File: src/rtl/output_requant_fifo.sv
// -----------------------------------------------------------------------------
// output_requant_fifo
//
// Captures finished output-pixel accumulations from the convolution controller,
// requantizes each one from ACC_WIDTH to OUT_WIDTH (rounding arithmetic right
// shift, then saturation) and buffers the result in a small show-ahead FIFO
// that drains over a valid/ready handshake. The controller cannot be stalled,
// so a result that arrives while the FIFO is full is dropped and a sticky
// overflow flag is raised.
//
// Ports
//   clk, arst_n_in            clock (rising edge), async active-low reset
//   in_valid                  one-cycle result strobe (no ready)
//   in_data                   signed accumulator value
//   in_x, in_y, in_ch         coordinates of the result
//   out_valid, out_ready      head-entry handshake
//   out_data                  requantized head result (0 while empty)
//   out_x, out_y, out_ch      head coordinates (0 while empty)
//   fifo_count                number of occupied entries
//   overflow, clear_overflow  sticky drop flag and its synchronous clear
// -----------------------------------------------------------------------------
module output_requant_fifo #(
  parameter int ACC_WIDTH   = 32,
  parameter int OUT_WIDTH   = 16,
  parameter int SHIFT       = 8,
  parameter int FIFO_DEPTH  = 4,
  parameter int COORD_WIDTH = 32
) (
  input  logic                          clk,
  input  logic                          arst_n_in,
  input  logic                          in_valid,
  input  logic [ACC_WIDTH-1:0]          in_data,
  input  logic [COORD_WIDTH-1:0]        in_x,
  input  logic [COORD_WIDTH-1:0]        in_y,
  input  logic [COORD_WIDTH-1:0]        in_ch,
  output logic                          out_valid,
  input  logic                          out_ready,
  output logic [OUT_WIDTH-1:0]          out_data,
  output logic [COORD_WIDTH-1:0]        out_x,
  output logic [COORD_WIDTH-1:0]        out_y,
  output logic [COORD_WIDTH-1:0]        out_ch,
  output logic [$clog2(FIFO_DEPTH):0]   fifo_count,
  output logic                          overflow,
  input  logic                          clear_overflow
);

  localparam int PTR_W = $clog2(FIFO_DEPTH);
  localparam int CNT_W = PTR_W + 1;
  localparam int EXT_W = ACC_WIDTH + 1;

  // Half an LSB of the shifted result; collapses to 0 when SHIFT is 0.
  localparam logic signed [EXT_W-1:0] ROUND_CONST = (EXT_W'(1) << SHIFT) >> 1;
  localparam logic signed [EXT_W-1:0] SAT_MAX =
    {{(EXT_W-OUT_WIDTH+1){1'b0}}, {(OUT_WIDTH-1){1'b1}}};
  localparam logic signed [EXT_W-1:0] SAT_MIN =
    {{(EXT_W-OUT_WIDTH+1){1'b1}}, {(OUT_WIDTH-1){1'b0}}};

  typedef struct packed {
    logic [OUT_WIDTH-1:0]   data;
    logic [COORD_WIDTH-1:0] x;
    logic [COORD_WIDTH-1:0] y;
    logic [COORD_WIDTH-1:0] ch;
  } entry_t;

  entry_t             mem [FIFO_DEPTH];
  logic [PTR_W-1:0]   wr_ptr;
  logic [PTR_W-1:0]   rd_ptr;
  logic [CNT_W-1:0]   count;
  logic               full;
  logic               push;
  logic               pop;
  logic               drop;

  // ---------------------------------------------------------------------------
  // Write-side requantization
  // ---------------------------------------------------------------------------
  logic signed [EXT_W-1:0] acc_ext;
  logic signed [EXT_W-1:0] rounded;
  logic signed [EXT_W-1:0] shifted;
  logic [OUT_WIDTH-1:0]    sat_data;

  // One extra bit of headroom so the rounding add cannot wrap at +max.
  assign acc_ext = {in_data[ACC_WIDTH-1], in_data};
  assign rounded = acc_ext + ROUND_CONST;
  assign shifted = rounded >>> SHIFT;

  always_comb begin
    // NOTE: every always_comb output gets a default first so no path leaves it unassigned (no latch).
    sat_data = shifted[OUT_WIDTH-1:0];
    if (shifted > SAT_MAX)      sat_data = SAT_MAX[OUT_WIDTH-1:0];
    else if (shifted < SAT_MIN) sat_data = SAT_MIN[OUT_WIDTH-1:0];
  end

  // ---------------------------------------------------------------------------
  // FIFO control
  // ---------------------------------------------------------------------------
  assign full      = (count == CNT_W'(FIFO_DEPTH));
  assign out_valid = (count != '0);
  assign pop       = out_valid && out_ready;
  // A pop in the same cycle frees the head slot, so a full FIFO can still accept.
  assign push      = in_valid && (!full || pop);
  assign drop      = in_valid && !push;

  always_ff @(posedge clk or negedge arst_n_in) begin
    // NOTE: sequential state uses non-blocking assignments so every register updates from pre-edge values.
    if (!arst_n_in) begin
      wr_ptr   <= '0;
      rd_ptr   <= '0;
      count    <= '0;
      overflow <= 1'b0;
    end else begin
      if (push) wr_ptr <= wr_ptr + PTR_W'(1);
      if (pop)  rd_ptr <= rd_ptr + PTR_W'(1);
      unique case ({push, pop})
        2'b10:   count <= count + CNT_W'(1);
        2'b01:   count <= count - CNT_W'(1);
        default: count <= count;
      endcase
      // A drop in the same cycle as a clear request wins.
      if (drop)                overflow <= 1'b1;
      else if (clear_overflow) overflow <= 1'b0;
    end
  end

  // NOTE: the storage array has no reset; validity is tracked by count, and leaving it unreset keeps it a plain RAM.
  always_ff @(posedge clk) begin
    if (push) mem[wr_ptr] <= '{data: sat_data, x: in_x, y: in_y, ch: in_ch};
  end

  assign fifo_count = count;

  // Show-ahead read: head entry is presented combinationally, zeros when empty.
  always_comb begin
    out_data = '0;
    out_x    = '0;
    out_y    = '0;
    out_ch   = '0;
    if (out_valid) begin
      out_data = mem[rd_ptr].data;
      out_x    = mem[rd_ptr].x;
      out_y    = mem[rd_ptr].y;
      out_ch   = mem[rd_ptr].ch;
    end
  end

endmodule

File: config.mk
export PLATFORM = sky130hd
export DESIGN_NAME = output_requant_fifo
export DESIGN_NICKNAME = d
export VERILOG_FILES = /design/src/rtl/output_requant_fifo.sv
export SDC_FILE = /design/constraint.sdc
export NUM_CORES = 1
export LEC_CHECK = 0
export ABC_AREA = 1
export CAP_MARGIN = 40
export CORE_MARGIN = 4
export CORE_UTILIZATION = 30
export DETAILED_ROUTE_END_ITERATION = 7
export GPL_TIMING_DRIVEN = 1
export HOLD_SLACK_MARGIN = 0.1
export PLACE_DENSITY_LB_ADDON = 0.05
export SETUP_SLACK_MARGIN = 0.02
export SKIP_CTS_REPAIR_TIMING = 1
export SLEW_MARGIN = 5
export SYNTH_ARGS = -nofsm -noshare
export SYNTH_HDL_FRONTEND = slang
export SYNTH_SLANG_ARGS = --single-unit
File: constraint.sdc
create_clock -name clk -period 7.7 [get_ports clk]
set_input_delay 1.155 -clock clk [delete_from_list [all_inputs] [get_ports clk]]
set_output_delay 1.155 -clock clk [all_outputs]
set_load 0.1 [all_outputs]
* Yosys cells after proc, flatten, opt, wreduce, memory -nomap -nowiden
Memories as Yosys holds them, arrays and structs flattened.
Index checks and enable logic that the tools add are counted.
** Storage, ports and cells
- Bits in registers :: 8
- RAM bits :: 448
- Input port bits :: 133
- Output and inout port bits :: 117
- Word-level logic and storage cells :: 35
- Memories :: 1
** Memories
- mem :: words 4, bits a word 112, read ports 1, clocked after Yosys merged registers in 0, write ports 1, RTL line 65 : entry_t mem [FIFO_DEPTH];
** Cells by class
- Add/subtract/negate cells :: 5
- Magnitude comparators :: 2
- Equality and inequality tests :: 3
- Multiplexer cells :: 11
- Reduce and logical (&&, ||, !) cells :: 9
** Operator list (number)
- $mux W32 :: 3
- $mux W16 :: 3
- $add A32 B9 Y33 const B :: 1
- $gt A25 B16 Y1 const B :: 1
- $lt A25 B16 Y1 const B :: 1
- $pmux W3 S2 :: 1
- $add A2 B1 Y2 const B :: 2
- $mux W1 :: 4
- $reduce_bool A2 Y1 :: 2
- $add A3 B1 Y3 const B :: 1
- $eq A3 B3 Y1 const B :: 1
- $logic_and A1 B1 Y1 :: 3
- $reduce_bool A3 Y1 :: 1
- $sub A3 B1 Y3 const B :: 1
- $eq A2 B1 Y1 const B :: 1
- $eq A2 B2 Y1 const B :: 1
- $logic_not A1 Y1 :: 2
- $logic_or A1 B1 Y1 :: 1

* Logic depth before layout (Yosys ltp)
Gate-level depths: netlist of run 1.
- Depth after elaboration :: 7
- Gate-level depth with buffers :: 15
- Gate-level depth less buffers :: 14

* Least setup slack after synthesis of run 1
No wires, ideal clock.
- Kind :: input -> register
- Start :: in out_ready
- End :: mem mem[0][0] in the netlist's numbering (enable)
- Library setup time :: 584 ps
- Arrival time :: 6325 ps
- Required time :: 7116 ps
- Setup slack :: 791 ps
- Stages :: 4
- Buffers on the path :: 0
- Path through :: inv_1 a31oi_1 inv_1 nor2_1
** Between the ends
- Word-level cells in the longest chain between the ends :: 5
** RTL lines
- from (decl) :: RTL line 37 : input logic out_ready,
- $logic_and A1 B1 Y1 :: RTL line 99 : assign pop = out_valid && out_ready;
- $logic_or A1 B1 Y1 :: RTL line 101 : assign push = in_valid && (!full || pop);
- $logic_and A1 B1 Y1 :: RTL line 101
- $mux W1 :: RTL line 127 : if (push) mem[wr_ptr] <= '{data: sat_data, x: in_x, y: in_y, ch: in_ch};
- $mux W1 (not written as such) :: RTL line 127
- to (decl) :: RTL line 65
No other way between the ends.

* Worst setup path in the final report of run 1
- Start :: reg rd_ptr[0]
- End :: out out_x[23]
** Between the ends
- Word-level cells in the longest chain between the ends :: 2
** RTL lines
- from (decl) :: RTL line 67 : logic [PTR_W-1:0] rd_ptr;
- from (signal assigned) :: RTL line 113 : if (pop) rd_ptr <= rd_ptr + PTR_W'(1);
- $mem_v2 Z4 W112
- $mux W32 :: RTL line 138 : if (out_valid) begin
- to (decl) :: RTL line 39 : output logic [COORD_WIDTH-1:0] out_x,
No other way between the ends.

==> impl_metrics.tcl, run 1 <==
set metrics [dict create \
    synth.cell_area_um2 18500 \
    synth.mux.area_fraction 0.000608 \
    first_global_vias 12400 \
    cts_inserted_buffers 52 \
    initialDrtViolationCount 598 \
    synth_warnings 0 \
    finalWeightedCongestion 0.775 \
    worstSkewPairLatency_ps 580 \
    timing.setup.tns_ps 0 \
    path_cells "inv_6 -> buf_12 -> o21ai_0 -> a21oi_1 -> clkdlybuf4s50_1 -> buf_8" \
    sinks_on_clock_net 456 \
    largest_family_of_logic_cells_by_synthesized_area "simple AND/OR/NAND/NOR gates" \
    critPathSlowestCell "dfrtp_4" \
    finalClockSkew_ps 17.7 \
    post_synth_fa_ha_maj_area_fraction 0.00446 \
    setup.worst_path.end_class "output pin" \
    grt_antenna_before_repair 6 \
    period_needed_ps 4900 \
    drc 0 \
    wl_per_cell_um 18.5 \
    status "complete, no violations" \
    cts_htree_levels 2 \
    post_synth.cell_area_avg_um2 11.9 \
    hold-worst-slack_ps 520 \
    detailroute.wirelength.met2_um 24100 \
    synth_cells 1562 \
    fp-row-count 90 \
    synth_register_bits 456 \
    crit_required_ps 6550 \
    clk_pin_slew_ps 60 \
    critical_path_peak_fanout 113 \
    worstHoldPathType "flip-flop to flip-flop" \
    finalNetCount 2047 \
    first_pass_grt_wire_length_um 76900 \
    crit_path_max_delay_family "buffers and inverters" \
    drv_slew 0 \
    timing.hold.worst_path_depth 1 \
    cp.arrival_ps 3750 \
    met3WireLength_um 2120 \
    grt_usage 0.150 \
    detailedPlace.worstSlack_ps 3310 \
    cp_num_buf_inv 4 \
    critical_path_cell_count 6 \
    area_of_the_core_um2 60700 \
    tritoncts "yes" \
    cts-root-to-sink-buffers 3 \
    yosysUniqueCellTypes 31 \
    die_height_um 256 \
    pin_count 250 \
    synth-simple-area-share 0.129 \
    route.antenna.remaining_nets 0 \
    start_util 0.305 \
    ctsRootBufferMaster "clkbuf_16" \
    worstMarginPinSlew_ps 897 \
    synthToLayoutAreaGrowth_pct 38.7 \
    synth-compound-area-share 0.0931 \
    drtPass1Iterations 5 \
    setup_viol_count_final 0 \
    maxUsedRoutingLayer "met5" \
    wl_met1_um 23500 \
    max_freq_ghz 0.204 \
    dieWidth_um 256 \
    worst_setup_path_start_kind "flip-flop" \
    crit_type "flip-flop to output pin" \
    relSlewSlack 0.402 \
    io_buffers 242 \
    post-route-worst-setup-slack_ps 2800 \
    yosys.area_share.xor_xnor 0.00898 \
    rsz0062_at_grt "false" \
    reg2reg_depth 4 \
    postRouteWirelength_um 50600 \
    grt-ovfl-total 0 \
    pin_count_of_the_biggest_net_entering_global_routing 114 \
    timing.final.crit_share 0.637 \
    maxCapViolCount 0 \
    detailedPlacementHpwl_um 27900 \
    cp_slowest_stage_delay_ps 630 \
    synth_seq_area_share 0.737 \
    vias_per_instance 4.54 \
    syn-num-nets 1701 \
    report.final.hold_viol_count 0 \
    dr_total_vias 12400 \
    drive_above_1_share 0.121 \
    full_die_area_um2 65800 \
]
layer usage:
layer	global-route usage	up-vias
li1	-	6156
met1	0.210	6009
met2	0.244	216
met3	0.0295	60
met4	0.0349	2
met5	0	-
cell usage after synthesis, drive strengths merged:
library cell  number  area share
clkinv             2     0.00041
xnor2              5      0.0024
fa                 1      0.0011
nor3               3      0.0011
nand3              8      0.0022
o21ai            228       0.062
dfrtp              8       0.011
nand2             99       0.021
inv               34      0.0069
xor2              14      0.0066
edfxtp           448        0.73
and2               1     0.00034
clkbuf            66       0.013
nand4              1     0.00034
a31oi              1     0.00034
buf               22      0.0059
nor2             497        0.10
a21oi            113       0.031
nand3b             5      0.0020
ha                 5      0.0034
mux2               1     0.00061
state kept, by name, indices dropped and copies added, names as in the netlist:
name        cells
mem           448
fifo_count      3
rd_ptr          2
wr_ptr          2
overflow        1
cells in the final DEF, fill, tap and decap left out, drive strengths merged, types with 3 or more instances in the layout:
cell type,n
nor2,497
xnor2,5
clkbuf,64
diode,5
nand3,8
o21ai,228
ha,5
clkinv,31
dfrtp,8
buf,138
edfxtp,448
nor3,3
bufinv,3
nand2,99
xor2,14
a21oi,113
inv,36
nand3b,5
clkdlybuf4s50,242
stage by stage:
step / std cells / cell area (um^2) / util
3_5_place_dp: 2636 / 24100 / 0.396
3_3_place_gp: 2514 / 21800 / 0.359
4_1_cts: 2734 / 25700 / 0.423
5_1_grt: 2736 / 25700 / 0.423
2_1_floorplan: 1562 / 18500 / -
6_report: 2739 / 25700 / 0.423
area by class of cell:
type	instances	area [um^2]
Antenna cell	5	12.5
Clock inverter	34	236
Fill cell	5688	35000
Sequential cell	456	13700
Tap cell	782	978
Multi-Input combinational cell	982	4420
Timing Repair Buffer	380	4850
Clock buffer	64	1390
Inverter	36	143
cell families after synthesis:
| kind of cell | after synthesis |
|---|---|
| buffers and inverters | 124 |
| flip-flops | 456 |
| XOR/XNOR | 19 |
| multiplexers | 1 |
| adder cells (fa/ha/maj) | 6 |
| AO/OA/AOI/OAI | 342 |
| AND/OR/NAND/NOR | 614 |
final timing paths:
check,start,slack [ps],to
setup / recovery,rd_ptr[0],2800,out_x[23]
hold / removal,fifo_count[0],520,fifo_count[0]
setup reg to reg,fifo_count[2],4610,mem[0][26]
hold reg to reg,fifo_count[0],520,fifo_count[0]
max in group asynchronous,arst_n_in,6460,rd_ptr[1]
min in group asynchronous,arst_n_in,890,fifo_count[2]
Power of run 1 is not shown: default switching activity piles up to over one toggle a cycle in this logic, so the estimate is an artifact.
==> inputs of run 2 (changes only) <==
==> constraint.sdc (replaced) <==
create_clock -name clk -period 5 [get_ports clk]
set_input_delay 0.75 -clock clk [delete_from_list [all_inputs] [get_ports clk]]
set_output_delay 0.75 -clock clk [all_outputs]
set_load 0.1 [all_outputs]
==> run 2 against run 1 <==
Global-route usage about the same. First-iteration DRC count up 1.5%. Die area stayed put. Wire length up 0.16%. Non-clock buffer count is 82 lower. Critical path type unchanged. Count of clock-buffer cells in the layout grew 10. Critical path depth decreased by 1. Core utilization fell by 3.2 points. Final area shrank 7.5%. Worst setup slack worse by 1800 ps.
==> impl_metrics.tcl, run 2 (synthesized netlist as in run 1, its figures left out) <==
set metrics [dict create \
    detailedPlacementHpwl_um 27600 \
    fillerInstances 5774 \
    crit_type "flip-flop to output pin" \
    drive_above_1_share 0.124 \
    cts-root-to-sink-buffers 3 \
    grt_antenna_before_repair 6 \
    regMostFlops "mem" \
    detailedPlace.worstSlack_ps 1430 \
    report.final.hold_viol_count 0 \
    number_of_flip_flops_in_the_largest_register 448 \
    layout.cells.most_common_list "nor2_1 (484), edfxtp_1 (448), o21ai_0 (226)" \
    cts_htree_levels 2 \
    post-route-worst-setup-slack_ps 1000 \
    maxCapViolCount 0 \
    max_freq_ghz 0.250 \
    reg2reg_depth 13 \
    synthToLayoutAreaGrowth_pct 28.2 \
    crit_required_ps 4250 \
    initialDrtViolationCount 607 \
    period_needed_ps 4000 \
    route.antenna.remaining_nets 0 \
    dr_total_vias 12200 \
    drc 0 \
    worst_setup_path_start_kind "flip-flop" \
    grt_usage 0.150 \
    rsz0062_at_grt "false" \
    critical_path_peak_fanout 77 \
    status "complete, no violations" \
    setup.worst_path.end_class "output pin" \
    drtPass1Iterations 4 \
    worstSkewPairLatency_ps 580 \
    finalClockSkew_ps 11.5 \
    relSlewSlack 0.451 \
    grt-ovfl-total 0 \
    vias_per_instance 4.60 \
    worstMarginPinSlew_ps 824 \
    tritoncts "yes" \
    setup_viol_count_final 0 \
    clk_pin_slew_ps 60 \
    full_die_area_um2 65800 \
    pin_count 250 \
    worstHoldPathType "primary input to asynchronous set/reset pin" \
    start_util 0.305 \
    final_core_util 0.391 \
    area_of_the_core_um2 60700 \
    wl_per_cell_um 19.1 \
    finalWeightedCongestion 0.737 \
    first_pass_grt_wire_length_um 76500 \
    fp-row-count 90 \
    dieWidth_um 256 \
    first_global_vias 12200 \
    finalNetCount 1964 \
    io_buffers 242 \
    postRouteWirelength_um 50700 \
    mostFrequentLayoutCell "nor2_1" \
    ctsRootBufferMaster "clkbuf_16" \
    sinks_on_clock_net 456 \
    drv_slew 0 \
    cts_inserted_buffers 51 \
    die_height_um 256 \
    timing.final.crit_share 0.799 \
    cp.arrival_ps 3250 \
    pin_count_of_the_biggest_net_entering_global_routing 116 \
]
-- run 2: cell count changes in the layout (fill, tap and decap cells not counted), sizes merged --
cell / before / now
inv: 36 / 37
clkdlybuf4s50: 242 / 157
diode: 5 / 4
buf: 138 / 141
clkbuf: 64 / 74
clkinv: 31 / 15
-- run 2: per-stage QoR --
stage / hold slack [ps] / instances / cell area, um^2 / setup TNS (ps)
2_1_floorplan: 454 / 1562 / 18500 / -827440
3_3_place_gp: 512 / 2521 / 21700 / 0
3_5_place_dp: 514 / 2554 / 22200 / 0
4_1_cts: 451 / 2647 / 23700 / 0
5_1_grt: 493 / 2648 / 23700 / 0
6_report: 493 / 2651 / 23800 / 0
-- run 2: path summary, 6_finish.rpt --
check | slack [ps] | from | endpoint
setup / recovery | 1000 | rd_ptr[0] | out_ch[9]
hold / removal | 490 | arst_n_in | fifo_count[2]
setup reg to reg | 1810 | fifo_count[0] | fifo_count[2]
hold reg to reg | 520 | fifo_count[0] | fifo_count[0]
max in group asynchronous | 4150 | arst_n_in | rd_ptr[0]
min in group clk | 520 | fifo_count[0] | fifo_count[0]
-- run 2: per-layer routing --
metal / wire length (um) / GRT usage / up-vias
met3: 2490 / 0.0350 / 75
met1: 23200 / 0.201 / 5906
met5: 47 / 0 / -
met4: 907 / 0.0365 / 6
met2: 24000 / 0.248 / 234
li1: - / - / 5983
-- run 2: layout make-up --
class,count,area (um^2),share of cell area
clock buffers,74,1390,0.0586
inverters,36,143,0.00600
flip-flops and latches,456,13700,0.575
diodes,4,10.0,0.000421
repair buffers,298,2990,0.126
well taps,782,978,0.0412
clock inverters,19,163,0.00685
multi-input cells,982,4420,0.186
-- run 2: worst max-delay path, cell delays in order (launching register included) --
cell and delay (ps):
dfrtp_4 650, inv_6 490, buf_4 630, o21ai_0 220, a21oi_1 260, buf_4 340
Power of run 2 is left out for the same reason.
